**src/rtl/div_ctrl.sv**
```systemverilog
`default_nettype none
// ============================================================================
//  Module      : div_ctrl
//  Description : Multi-cycle 32-bit integer divider for the execute stage.
//                Restoring radix-2 algorithm, one quotient bit per clock,
//                MSB first. Signed operation divides magnitudes and fixes the
//                signs afterwards. Divide-by-zero bypasses the iteration and
//                returns quotient = all ones, remainder = raw dividend.
//  Revision    : 1.0 - initial release
// ----------------------------------------------------------------------------
//  Ports
//    clk            in   1   clock, rising-edge active
//    resetn         in   1   asynchronous reset, active low
//    div_enable     in   1   request; held high until the result is taken
//    div_signed     in   1   1 = signed divide, 0 = unsigned
//    div_src1       in  32   dividend
//    div_src2       in  32   divisor
//    div_out_ready  in   1   consumer accepts the result this cycle
//    div_cancel     in   1   flush; abandons any operation in progress
//    div_complete   out  1   quotient / remainder valid (DONE state)
//    div_busy       out  1   operation in progress (state not IDLE)
//    div_quotient   out 32   quotient
//    div_remainder  out 32   remainder
// ============================================================================
module div_ctrl (
    input  logic        clk,
    input  logic        resetn,
    input  logic        div_enable,
    input  logic        div_signed,
    input  logic [31:0] div_src1,
    input  logic [31:0] div_src2,
    input  logic        div_out_ready,
    input  logic        div_cancel,
    output logic        div_complete,
    output logic        div_busy,
    output logic [31:0] div_quotient,
    output logic [31:0] div_remainder
);

    // ------------------------------------------------------------------
    // Constants
    // ------------------------------------------------------------------
    localparam logic [1:0] c_st_idle   = 2'd0;
    localparam logic [1:0] c_st_iter   = 2'd1;
    localparam logic [1:0] c_st_fix    = 2'd2;
    localparam logic [1:0] c_st_done   = 2'd3;

    localparam logic [4:0] c_last_step = 5'd31;

    // ------------------------------------------------------------------
    // State and datapath registers
    // ------------------------------------------------------------------
    logic [1:0]  state_q,    state_d;
    logic [4:0]  cnt_q,      cnt_d;       // iteration counter, wraps naturally
    logic [31:0] dvd_q,      dvd_d;       // dividend shifts out, quotient shifts in
    logic [31:0] dvs_q,      dvs_d;       // divisor magnitude
    logic [31:0] prem_q,     prem_d;      // partial remainder
    logic        sgn_mode_q, sgn_mode_d;  // latched div_signed
    logic        sgn1_q,     sgn1_d;      // dividend sign bit
    logic        sgn2_q,     sgn2_d;      // divisor sign bit
    logic        dzero_q,    dzero_d;     // divisor was zero
    logic [31:0] quot_q,     quot_d;
    logic [31:0] rem_q,      rem_d;

    // ------------------------------------------------------------------
    // Combinational helpers
    // ------------------------------------------------------------------
    logic [31:0] w_src1_mag;
    logic [31:0] w_src2_mag;
    logic        w_src2_zero;
    logic [32:0] w_shift;      // partial remainder with next dividend bit
    logic [31:0] w_sub;        // trial difference
    logic        w_no_borrow;  // trial subtraction succeeds
    logic        w_neg_quot;
    logic        w_neg_rem;

    always_comb begin
        // Magnitudes are only taken in signed mode; unsigned operands pass
        // through untouched. 0x80000000 maps to itself, which is the correct
        // unsigned magnitude 2^31.
        w_src1_mag  = (div_signed && div_src1[31]) ? (32'd0 - div_src1) : div_src1;
        w_src2_mag  = (div_signed && div_src2[31]) ? (32'd0 - div_src2) : div_src2;
        w_src2_zero = (div_src2 == 32'd0);

        w_shift     = {prem_q, dvd_q[31]};
        w_no_borrow = (w_shift >= {1'b0, dvs_q});
        // When the subtraction succeeds the true result is below the divisor,
        // so dropping the top bit loses nothing.
        w_sub       = w_shift[31:0] - dvs_q;

        // Divide-by-zero results are delivered raw, with no sign fix-up.
        w_neg_quot  = sgn_mode_q && !dzero_q && (sgn1_q ^ sgn2_q);
        w_neg_rem   = sgn_mode_q && !dzero_q && sgn1_q;
    end

    // ------------------------------------------------------------------
    // FSM: state register
    // ------------------------------------------------------------------
    always_ff @(posedge clk or negedge resetn) begin
        if (!resetn) begin
            state_q <= c_st_idle;
        end else begin
            state_q <= state_d;
        end
    end

    // ------------------------------------------------------------------
    // FSM: next-state logic. Cancel overrides every other transition.
    // ------------------------------------------------------------------
    always_comb begin
        state_d = state_q;
        if (div_cancel) begin
            state_d = c_st_idle;
        end else begin
            case (state_q)
                c_st_idle: begin
                    if (div_enable) begin
                        state_d = w_src2_zero ? c_st_fix : c_st_iter;
                    end
                end
                c_st_iter: begin
                    if (cnt_q == c_last_step) begin
                        state_d = c_st_fix;
                    end
                end
                c_st_fix: begin
                    state_d = c_st_done;
                end
                c_st_done: begin
                    if (div_out_ready) begin
                        state_d = c_st_idle;
                    end
                end
                default: begin
                    state_d = c_st_idle;
                end
            endcase
        end
    end

    // ------------------------------------------------------------------
    // FSM: outputs
    // ------------------------------------------------------------------
    always_comb begin
        div_complete = (state_q == c_st_done);
        div_busy     = (state_q != c_st_idle);
    end

    // ------------------------------------------------------------------
    // Datapath next-state logic
    // ------------------------------------------------------------------
    always_comb begin
        cnt_d      = cnt_q;
        dvd_d      = dvd_q;
        dvs_d      = dvs_q;
        prem_d     = prem_q;
        sgn_mode_d = sgn_mode_q;
        sgn1_d     = sgn1_q;
        sgn2_d     = sgn2_q;
        dzero_d    = dzero_q;
        quot_d     = quot_q;
        rem_d      = rem_q;

        if (!div_cancel) begin
            case (state_q)
                c_st_idle: begin
                    if (div_enable) begin
                        cnt_d      = 5'd0;
                        sgn_mode_d = div_signed;
                        sgn1_d     = div_src1[31];
                        sgn2_d     = div_src2[31];
                        dzero_d    = w_src2_zero;
                        if (w_src2_zero) begin
                            // Preload the final divide-by-zero answer so FIX
                            // just passes it through.
                            dvd_d  = 32'hFFFF_FFFF;
                            dvs_d  = div_src2;
                            prem_d = div_src1;
                        end else begin
                            dvd_d  = w_src1_mag;
                            dvs_d  = w_src2_mag;
                            prem_d = 32'd0;
                        end
                    end
                end
                c_st_iter: begin
                    cnt_d  = cnt_q + 5'd1;
                    dvd_d  = {dvd_q[30:0], w_no_borrow};
                    prem_d = w_no_borrow ? w_sub : w_shift[31:0];
                end
                c_st_fix: begin
                    quot_d = w_neg_quot ? (32'd0 - dvd_q)  : dvd_q;
                    rem_d  = w_neg_rem  ? (32'd0 - prem_q) : prem_q;
                end
                default: begin
                end
            endcase
        end
    end

    // ------------------------------------------------------------------
    // Datapath registers
    // ------------------------------------------------------------------
    always_ff @(posedge clk or negedge resetn) begin
        if (!resetn) begin
            cnt_q      <= 5'd0;
            dvd_q      <= 32'd0;
            dvs_q      <= 32'd0;
            prem_q     <= 32'd0;
            sgn_mode_q <= 1'b0;
            sgn1_q     <= 1'b0;
            sgn2_q     <= 1'b0;
            dzero_q    <= 1'b0;
            quot_q     <= 32'd0;
            rem_q      <= 32'd0;
        end else begin
            cnt_q      <= cnt_d;
            dvd_q      <= dvd_d;
            dvs_q      <= dvs_d;
            prem_q     <= prem_d;
            sgn_mode_q <= sgn_mode_d;
            sgn1_q     <= sgn1_d;
            sgn2_q     <= sgn2_d;
            dzero_q    <= dzero_d;
            quot_q     <= quot_d;
            rem_q      <= rem_d;
        end
    end

    assign div_quotient  = quot_q;
    assign div_remainder = rem_q;

endmodule
`default_nettype wire

```
**config.mk**
```make
export PLATFORM = sky130hd
export DESIGN_NAME = div_ctrl
export DESIGN_NICKNAME = d
export VERILOG_FILES = /design/src/rtl/div_ctrl.sv
export SDC_FILE = /design/constraint.sdc
export NUM_CORES = 1
export LEC_CHECK = 0
export BUFFER_PORTS_ARGS = -buffer_cell sky130_fd_sc_hd__buf_2
export CAP_MARGIN = 20
export CORE_MARGIN = 5
export CORE_UTILIZATION = 55
export DETAILED_ROUTE_END_ITERATION = 10
export PLACE_DENSITY = 0.75
export SLEW_MARGIN = 30
export SYNTH_ARGS = -nofsm -noshare
export SYNTH_HDL_FRONTEND = slang
export SYNTH_SLANG_ARGS = --single-unit
```
**constraint.sdc**
```tcl
create_clock -name clk -period 7.4 [get_ports clk]
set_clock_uncertainty 0.15 [all_clocks]
set_input_delay 0.37 -clock clk [delete_from_list [all_inputs] [get_ports clk]]
set_output_delay 0.37 -clock clk [all_outputs]
set_load 0.05 [all_outputs]
```
==> results.md <==
- Status: complete, no violations
- Pin count of the biggest net entering global routing: 111
- Total CTS buffers: 17
- Avg Cell Area, Syn: 8.06 um2
- DRC violations left: 0
- Layout area overhead: 11.0%
- Slew Viols, Final: 0
- Share of layout cells above drive strength 1: 13.4%
- Primary FF master, synth: dfrtp_1
- Vias in the first global route: 10,300
- TritonRoute pass-1 iters: 6
- Cell area after placement: 0.0128 mm2
- Tot Pwr: 7.48 mW
- Post-layout utilization of the core: 61.8%
- Clk buf depth: 2
- Setup_tns: 0 ps
- Static Leak: 5.94 nW
- Cell taking the most area after synthesis: dfrtp_1
- Crit path DAT: 4250 ps
- Post-DP HPWL: 27,900 um
- Post-Syn Nets: 1,616
- Post-synth EDFFs: 0
- Routed Antenna Nets: 0
- Setup WS pre-CTS: 3450 ps
- Clock latency on the worst-skew pair: 440 ps
- Clock root buffer: clkbuf_16
- Crit-path max FO: 25
- FMAX: 248 MHz
- Clk pin slew, worst setup/hold paths: 80 ps
- Min Clock Period, post-route: 4030 ps
- DRT iter0 DRCs: 1,095
- Max capacitance violation total: 0
- Nets: 1,691
- Routed vias/inst: 6.11
- First-pass GRT wire length: 57,500 um
- Fin area: 0.0134 mm2
- Postcts setup bufs: 0
- Htree depth: 4
- Synthesized area: 0.0121 mm2
- Port bufs: 135
- Normalized max-slew margin: 38.4%
- Hold_ws: 31.5 ps
- Final Worst Setup Slack: 3370 ps
- Syn Inst Count: 1,503
- Mean routed wirelength per cell: 19.8 um
- #FFs+latches synth: 171
- Setup violators final: 0
- Initial Util: 55.7%
- Initial antenna violation count: 1
- Routed WL: 37,000 um
- Final Hold Fails: 0
- Die span in y: 158 um
- Worst-margin pin slew: 922 ps
- Row Count: 54
- Top post-synthesis cells by area: dfrtp_1 35%, o21ai_0 7.2%, a21oi_1 6.6%
- Post-synthesis cell type count: 79
- GR Overflow Total: 0
- Crit. End Element: flip-flop
- Peak supply drop: 0.317 mV
- Async S/R FF share, synth: 100%
- Vias: 11,400
- Final Non-Filler Cells: 1,871
- Hold Path Class: in2reg
- PwrDens: 557 mW/mm2
- Dpl cells: 1,838
- Die X: 158 um
- Sink Count: 171
- YS warnings: 0
- Required @ worst endpoint: 7620 ps
- Top Ports: 136
- Final Cycle Share: 54.5%
- CTS tree: done
- GRT Total Usage: 29.3%
- Top cell type's share of synthesized area: 35.3%
- Die area: 0.0251 mm2
- Seq/Total Area, Yosys: 35.3%
- WS Path Type: reg2reg
- Placer Congestion: 0.970
- RSZ-0062 raised after global routing: no
- Core Area: 0.0218 mm2
- Reg2Reg Setup Slack: 3370 ps
- Startpoint Class: flip-flop
-- area by class of cell --
| type | count | area (um2) |
|---|---|---|
| Clock buffer | 18 | 439 |
| Inverter | 64 | 240 |
| Fill cell | 1980 | 8320 |
| Clock inverter | 13 | 156 |
| Tap cell | 280 | 350 |
| Timing Repair Buffer | 145 | 763 |
| Antenna cell | 1 | 2.50 |
| Sequential cell | 171 | 4280 |
| Multi-Input combinational cell | 1179 | 7200 |
-- Yosys cell counts, drive strengths merged (3+ instances only) --
cell type,count
dfrtp,171
a221oi,4
a22o,3
nor3,39
and4,3
ha,42
o41ai,10
nor2b,6
and3,8
xnor2,75
nor2,93
nand3b,3
a21oi,162
o21ai,190
clkbuf,62
or3,13
o31ai,23
a31oi,27
buf,27
a32oi,5
nand2,204
a211oi,17
and2,12
nor4,16
nand3,40
nor3b,3
o21bai,4
inv,63
nand2b,9
xor2,64
mux2i,8
a21boi,4
a21o,18
o21a,5
or4,16
nand4,16
mux2,4
or2,6
-- critical path, cell delays in order (launching register included) --
cell and delay (ps):
dfrtp_1 470, ha_1 510, nand4_1 230, nor4_1 450, nand4_1 140, and3_1 290
nand4_1 220, nand2_1 590, or4_1 710, a31oi_1 180
-- power breakdown --
part           internal, mW  leakage (nW)  switching [mW]  total [mW]
clock network         0.515         0.292           0.426       0.941
registers              1.36          2.14           0.455        1.81
logic                  1.56          3.51            3.17        4.72
total                  3.43          5.94            4.05        7.48
-- timing repair --
action,4_1_cts,5_1_grt
endpoints found under the hold margin,109,0
gates resized for setup,0,0
hold buffers,1,0
-- sequential cells by signal, summed over array words and instances, names as in the netlist, 2 cells and up --
signal / flops
dvs_q: 32
dvd_q: 32
prem_q: 32
cnt_q: 5
div_remainder: 32
state_q: 2
div_quotient: 32
-- layer usage --
layer | vias up | part of all wire (%) | GRT usage [%]
met5 | - | 0 | 0
met4 | 0 | 3.0 | 9.18
met3 | 70 | 8.0 | 3.72
met2 | 516 | 44 | 44.5
met1 | 5347 | 45 | 43.8
li1 | 5491 | - | -
-- placed cells by master (no fill, tap or decap), types with 6 or more instances in the layout --
cell type  count
nand4_1       16
nand3_1       39
dfrtp_1      171
a21oi_1      159
inv_1         63
nor3_1        37
nand2_1      203
nor2_1        92
nor4_1        14
and2_1        10
o21ai_0      173
xor2_1        64
o31ai_1       23
buf_4          9
nor2b_1        6
and3_1         8
o41ai_1        8
clkbuf_16     17
or4_1         13
o21ai_1       17
buf_2        134
a211oi_1      13
ha_1          41
a21o_1        17
xnor2_1       75
a31oi_1       27
nand2b_1       8
or3_1         13
mux2i_1        8
-- cell families after synthesis --
| group | Yosys count | synth area share [%] |
|---|---|---|
| XOR/XNOR | 139 | 10.1 |
| multiplexers | 12 | 1.03 |
| AND/OR/NAND/NOR | 493 | 19.9 |
| flip-flops | 171 | 35.3 |
| AO/OA/AOI/OAI | 492 | 23.9 |
| adder cells (fa/ha/maj) | 43 | 4.51 |
| buffers and inverters | 153 | 5.29 |
-- final timing paths --
kind / end / from / cells after the start
setup / recovery: prem_q[10]$_DFFE_PN0P_ / prem_q[19]$_DFFE_PN0P_ / 9
hold reg to reg: div_quotient[19]$_DFFE_PN0P_ / div_quotient[19]$_DFFE_PN0P_ / 2
min in group asynchronous: dvs_q[7]$_DFFE_PN0P_ / resetn / 2
max in group asynchronous: div_quotient[3]$_DFFE_PN0P_ / resetn / 3
setup reg to reg: prem_q[10]$_DFFE_PN0P_ / prem_q[19]$_DFFE_PN0P_ / 9
hold / removal: state_q[0]$_DFFE_PN0P_ / div_cancel / 2
(Power assumes the default switching activity.)
